## config.mk

```make
export PLATFORM = sky130hd
export DESIGN_NAME = stack_ctrl
export DESIGN_NICKNAME = d
export VERILOG_FILES = /design/src/rtl/stack_pkg.sv /design/src/rtl/stack_ctrl.sv
export SDC_FILE = /design/constraint.sdc
export NUM_CORES = 1
export LEC_CHECK = 0
export BUFFER_PORTS_ARGS = -buffer_cell sky130_fd_sc_hd__buf_2
export CORE_MARGIN = 5
export CORE_UTILIZATION = 45
export CTS_CLUSTER_SIZE = 24
export DETAILED_ROUTE_END_ITERATION = 10
export PLACE_DENSITY = 0.75
export SYNTH_ARGS = -nofsm -noshare
export SYNTH_HDL_FRONTEND = slang
export SYNTH_SLANG_ARGS = --single-unit
```

## constraint.sdc

```tcl
create_clock -name clk -period 1.7 [get_ports clk]
set_input_delay 0.34 -clock clk [delete_from_list [all_inputs] [get_ports clk]]
set_output_delay 0.34 -clock clk [all_outputs]
set_load 0.01 [all_outputs]
```

## src/rtl/stack_pkg.sv

```systemverilog
// Shared definitions for the stack controller: operation codes, stack delta encodings, FSM states.
// Latency: n/a (types and constants only).
// Backpressure: n/a.
package stack_pkg;

    // Request operation codes carried on req_op; codes 7 and above are NOP.
    typedef enum logic [2:0] {
        OP_NOP     = 3'd0,
        OP_PUSH    = 3'd1,
        OP_POP     = 3'd2,
        OP_REPLACE = 3'd3,
        OP_POPREP  = 3'd4,
        OP_POPN    = 3'd5,
        OP_CLEAR   = 3'd6
    } op_e;

    // Stack pointer movement encodings on stk_delta.
    localparam logic [1:0] DELTA_HOLD = 2'b00;
    localparam logic [1:0] DELTA_PUSH = 2'b01;
    localparam logic [1:0] DELTA_POP  = 2'b11;

    typedef enum logic {
        ST_IDLE  = 1'b0,
        ST_DRAIN = 1'b1
    } state_e;

endpackage

```

## src/rtl/stack_ctrl.sv

```systemverilog
// Stack controller: turns push/pop/replace/popn/clear requests into registered stack strobes and tracks occupancy.
// Latency: strobes appear the cycle after acceptance; POPN/CLEAR issue one pop per cycle for n cycles.
// Backpressure: req_ready drops while a multi-pop drain is in progress (busy).
//
// Ports: clk/resetq (async active-low); req_valid/req_ready/req_op/req_data/req_cnt request channel;
// stk_we/stk_delta/stk_wd drive the downstream stack; depth/empty/full/busy status;
// err_clr clears the sticky err_ovf/err_unf flags.
// Build option: define STACK_CTRL_GUARD_EN to refuse overflowing/underflowing ops and flag them;
// without it every op is issued, depth saturates at 0 and CAP, and the error flags read 0.
module stack_ctrl
    import stack_pkg::*;
#(
    parameter  int WIDTH = 16,
    parameter  int DEPTH = 18,
    localparam int CAP   = DEPTH + 1,
    localparam int CW    = $clog2(CAP + 1)
) (
    input  logic             clk,
    input  logic             resetq,
    input  logic             req_valid,
    output logic             req_ready,
    input  logic [2:0]       req_op,
    input  logic [WIDTH-1:0] req_data,
    input  logic [CW-1:0]    req_cnt,
    output logic             stk_we,
    output logic [1:0]       stk_delta,
    output logic [WIDTH-1:0] stk_wd,
    output logic [CW-1:0]    depth,
    output logic             empty,
    output logic             full,
    output logic             busy,
    input  logic             err_clr,
    output logic             err_ovf,
    output logic             err_unf
);

`ifdef STACK_CTRL_GUARD_EN
    localparam bit GUARD_EN = 1'b1;
`else
    localparam bit GUARD_EN = 1'b0;
`endif

    localparam logic [CW-1:0] ONE   = CW'(1);
    localparam logic [CW-1:0] TWO   = CW'(2);
    localparam logic [CW-1:0] CAP_V = CW'(CAP);

    state_e           state, state_nxt;
    logic [CW-1:0]    drain_cnt, cnt_nxt;
    logic [CW-1:0]    depth_nxt;
    logic [CW-1:0]    drain_n;
    logic             we_nxt;
    logic [1:0]       delta_nxt;
    logic [WIDTH-1:0] wd_nxt;
    logic             ovf_set, unf_set;

    assign req_ready = (state == ST_IDLE);
    assign busy      = (state == ST_DRAIN);
    assign empty     = (depth == '0);
    assign full      = (depth == CAP_V);

    // Pop count for a multi-pop request. With the guard on, POPN never
    // drains past the bottom; CLEAR always drains exactly what is held.
    always_comb begin
        drain_n = req_cnt;
        if (op_e'(req_op) == OP_CLEAR) begin
            drain_n = depth;
        end else if (GUARD_EN && (req_cnt > depth)) begin
            drain_n = depth;
        end
    end

    always_comb begin
        state_nxt = state;
        cnt_nxt   = drain_cnt;
        depth_nxt = depth;
        we_nxt    = 1'b0;
        delta_nxt = DELTA_HOLD;
        wd_nxt    = '0;
        ovf_set   = 1'b0;
        unf_set   = 1'b0;
        case (state)
            ST_IDLE: begin
                if (req_valid) begin
                    case (op_e'(req_op))
                        OP_PUSH: begin
                            if (GUARD_EN && full) begin
                                ovf_set = 1'b1;
                            end else begin
                                we_nxt    = 1'b1;
                                delta_nxt = DELTA_PUSH;
                                wd_nxt    = req_data;
                                if (!full) depth_nxt = depth + ONE;
                            end
                        end
                        OP_POP: begin
                            if (GUARD_EN && empty) begin
                                unf_set = 1'b1;
                            end else begin
                                delta_nxt = DELTA_POP;
                                if (!empty) depth_nxt = depth - ONE;
                            end
                        end
                        OP_REPLACE: begin
                            if (GUARD_EN && empty) begin
                                unf_set = 1'b1;
                            end else begin
                                we_nxt = 1'b1;
                                wd_nxt = req_data;
                            end
                        end
                        OP_POPREP: begin
                            // Overwrites the cell below the top, so two cells must be held.
                            if (GUARD_EN && (depth < TWO)) begin
                                unf_set = 1'b1;
                            end else begin
                                we_nxt    = 1'b1;
                                delta_nxt = DELTA_POP;
                                wd_nxt    = req_data;
                                if (!empty) depth_nxt = depth - ONE;
                            end
                        end
                        OP_POPN, OP_CLEAR: begin
                            // A zero count falls through as a NOP.
                            if (drain_n != '0) begin
                                state_nxt = ST_DRAIN;
                                cnt_nxt   = drain_n;
                            end
                        end
                        default: ;
                    endcase
                end
            end
            ST_DRAIN: begin
                delta_nxt = DELTA_POP;
                if (!empty) depth_nxt = depth - ONE;
                cnt_nxt = drain_cnt - ONE;
                if (drain_cnt == ONE) state_nxt = ST_IDLE;
            end
            default: state_nxt = ST_IDLE;
        endcase
    end

    always_ff @(posedge clk or negedge resetq) begin
        if (!resetq) begin
            state     <= ST_IDLE;
            drain_cnt <= '0;
            depth     <= '0;
            stk_we    <= 1'b0;
            stk_delta <= DELTA_HOLD;
            stk_wd    <= '0;
        end else begin
            state     <= state_nxt;
            drain_cnt <= cnt_nxt;
            depth     <= depth_nxt;
            stk_we    <= we_nxt;
            stk_delta <= delta_nxt;
            stk_wd    <= wd_nxt;
        end
    end

`ifdef STACK_CTRL_GUARD_EN
    // Sticky flags; a new error on the same edge as err_clr keeps the flag set.
    always_ff @(posedge clk or negedge resetq) begin
        if (!resetq) begin
            err_ovf <= 1'b0;
            err_unf <= 1'b0;
        end else begin
            if (ovf_set)      err_ovf <= 1'b1;
            else if (err_clr) err_ovf <= 1'b0;
            if (unf_set)      err_unf <= 1'b1;
            else if (err_clr) err_unf <= 1'b0;
        end
    end
`else
    assign err_ovf = 1'b0;
    assign err_unf = 1'b0;
    logic unused_err;
    assign unused_err = ^{err_clr, ovf_set, unf_set};
`endif

endmodule

```

==> results.cfg <==
[outcome]
status = complete, but fails checks
violations = negative setup slack

[final_layout]
antennaDiodeCount = 0
fin_nets = 288
syn_to_final_growth_pct = 50.0
layout-drive-gt1-share_pct = 52.0
final_cells = 304

[placement]
placed_cells = 286
dp_hpwl_um = 3150
gp_congestion = 0.897
numPortBuffers = 54
preCtsSetupSlack_ns = -0.0735

[global_route]
gr-total-overflow = 0
grt_pass1_vias = 1554
grt_pass1_wl_um = 7220
track_usage_pct = 17.9
grt_antenna_before_repair = 0
grt_max_degree = 31

[power]
p_comb_share_pct = 52.4
powerDensity_nw_per_um2 = 1520
p_sw_uw = 1420
p_int_uw = 2500
seqPwrFrac_pct = 28.8
power.leakage_uw = 0.00127
pwr-share-clk_pct = 18.8
p_sw_share_pct = 36.3
vdd_drop_max_mv = 1.02

[timing]
finalSetupViolCount = 10
rsz0062_at_grt = true
post-route-period-util_pct = 112
finalHoldViolCount = 0
period_minus_slack_ns = 1.90
max_freq_ghz = 0.526
fin_skew_ns = 0.00492
relSlewSlack_pct = 56.2
fin_ws_ns = -0.202
worst_pin_slew_ns = 0.657
final_max_slew_viol_count = 0

[yosys]
synthXorXnorAreaFrac_pct = 3.99
async_reset_ff_share_pct = 100
avgSynthCellArea_um2 = 10.3
ys.flop_type = dfrtp_1
netlist_area_um2 = 1720
synth_fa_ha_area_share_pct = 3.63
synthDistinctLibCells = 56
synth_edf_count = 0
yosysSeqAreaShare_pct = 43.5
synth_compound_area_share_pct = 14.0
synth_top_family_by_area = simple AND/OR/NAND/NOR gates
yosysWarnings = 0
synthMuxAreaShare_pct = 3.85
syn_inst = 167
synth-simple-area-share_pct = 24.0
synth-seq-cells = 30

[worst_setup_path]
required_ns = 1.36
critPathMaxFanout = 2
end_kind = output port
startpoint_type = flip-flop
crit_arrival_ns = 1.56
crit_chain = inv_2, ha_4, or4b_4, inv_4, buf_6
cp_slowest_cell = or4b_4
crit_type = flip-flop to output port
max_stage_delay_ns = 0.48

[min_path]
hold_path_class = input port to async pin

[detailed_routing]
vias = 1608
totalWireLength_um = 4700
top_layer = met4
drtPass1Iterations = 5
final_antenna_net_count = 0
detail_route.wl_per_cell_um = 15.5
drtIter0Drc = 77
wl_met1_um = 1920
wl_met2_um = 2300
routed-wl-met3_um = 354
drc = 0
vias_per_cell = 5.29

[clock_tree]
numCtsBuffers = 5
cts_root_buf = clkbuf_8
holdBufCountCts = 0
cts_tree = done
clock_latency_ns = 0.28
h-tree-depth = 2
clkSinkCount = 30
clkTransAtPathRegs_ns = 0.07
cts_buffer_depth = 2

[die]
rows = 22
core_area_um2 = 3690
ioPinCount = 58
dieArea_um2 = 5170
die-width_um = 71.9
start_util_pct = 46.7
chipHeight_um = 71.9

[run]
drv_cap = 0
==> power groups by stage <==
stage	registers, µW	clock network (µW)	logic, µW
after floorplan	1120	0	880
after global placement	1100	0	1530
after detailed placement	1100	0	1560
after CTS	1110	745	1830
after global routing	1150	773	2230
final	1130	737	2060
==> stage by stage <==
step	hold slack, ns	setup TNS (ns)	cell area [µm²]	utilization [%]	total power [µW]
2_1_floorplan	0.0444	-0.163	1740	-	2000
3_3_place_gp	0.405	-0.0950	2220	60.1	2630
3_5_place_dp	0.410	-0.193	2220	60.1	2660
4_1_cts	0.110	-0.513	2490	67.5	3680
5_1_grt	0.141	-1.75	2590	70.1	4150
6_report	0.0923	-1.12	2590	70.1	3920
==> path summary, 6_finish.rpt <==
path / start / endpoint / slack [ns] / cells after the start
worst max register to register: depth[0] / drain_cnt[4] / -0.17 / 6
worst max-delay path: depth[0] / empty / -0.20 / 5
min in group clk: req_data[1] / stk_wd[1] / 0.26 / 2
worst min-delay path: resetq / stk_we / 0.09 / 1
worst min register to register: drain_cnt[0] / drain_cnt[0] / 0.57 / 1
max in group asynchronous: resetq / depth[0] / 1.15 / 1
==> layout by cell type, fill, tap and decap left out, types with 3 or more instances in the layout <==
cell type / synthesis / routed
and2_1: 17 / 16
and3_1: 4 / 4
dfrtp_2: 0 / 3
buf_4: 3 / 33
or3_4: 1 / 3
o21ai_0: 5 / 4
mux2_2: 5 / 5
nand2_1: 4 / 4
o31ai_1: 4 / 4
nor4_1: 6 / 4
xor2_1: 4 / 4
ha_1: 5 / 3
nor3_1: 4 / 3
inv_1: 8 / 5
buf_6: 2 / 6
clkbuf_8: 0 / 6
a21oi_1: 4 / 3
buf_2: 4 / 52
a211oi_1: 4 / 3
dfrtp_1: 30 / 27
nor2_1: 3 / 3
nand3b_1: 3 / 3
==> logic make-up (layout without fill, tap and decap cells) <==
family | count (synthesis) | count (layout)
compound gates | 34 | 34
xor+xnor | 7 | 7
fa+ha+maj | 5 | 5
buf+inv | 22 | 110
flops | 30 | 30
mux | 6 | 6
other cells | 1 | 2
simple gates | 62 | 62
==> metal layers <==
| metal | vias up | track usage, % |
|---|---|---|
| li1 | 777 | - |
| met1 | 755 | 22.1 |
| met2 | 66 | 29.3 |
| met3 | 10 | 4.99 |
| met4 | 0 | 7.93 |
| met5 | - | 0 |
==> sequential cells by signal, indices dropped and copies added (netlist names) <==
signal / count
depth: 5
drain_cnt: 5
busy: 1
stk_we: 1
stk_wd: 16
stk_delta: 2
==> synthesized netlist by cell type (all sizes together) (2+ instances only) <==
master | n | area [µm²]
a211o | 2 | 17.5
a211oi | 4 | 30.0
a21oi | 4 | 20.0
a22oi | 2 | 15.0
a31oi | 2 | 12.5
and2 | 17 | 106
and3 | 4 | 25.0
buf | 9 | 65.1
clkbuf | 4 | 17.5
dfrtp | 30 | 751
ha | 5 | 62.6
inv | 8 | 30.0
mux2 | 5 | 56.3
nand2 | 4 | 15.0
nand3 | 2 | 10.0
nand3b | 3 | 22.5
nor2 | 3 | 11.3
nor3 | 4 | 20.0
nor4 | 6 | 37.5
nor4b | 3 | 26.3
nor4bb | 2 | 26.3
o21ai | 5 | 25.0
o31ai | 4 | 30.0
or3 | 4 | 30.0
xnor2 | 3 | 33.8
xor2 | 4 | 35.0
==> what timing repair did <==
| action | CTS | global route |
|---|---|---|
| endpoints found under the setup margin | 8 | 11 |
| hold endpoints to repair | 0 | 0 |
| pin swaps | 12 | 6 |
| resized for setup | 21 | 11 |
| setup buffers | 6 | 4 |
==> worst max-delay path: cells and delay by family (launching register included) <==
kind	cells	cell delay, ns
buffers and inverters	3	0.24
DFF	1	0.43
and+or+nand+nor	1	0.48
adders and majority gates	1	0.14
==> area by class of cell <==
class | instances | area [µm²]
clock inverter | 1 | 30.0
fill | 268 | 1100
clock buffer | 7 | 86.3
timing repair buffer | 93 | 616
inverter | 9 | 36.3
multi-input combinational | 116 | 1000
tap | 48 | 60.1
sequential | 30 | 754
(Power assumes the default switching activity.)
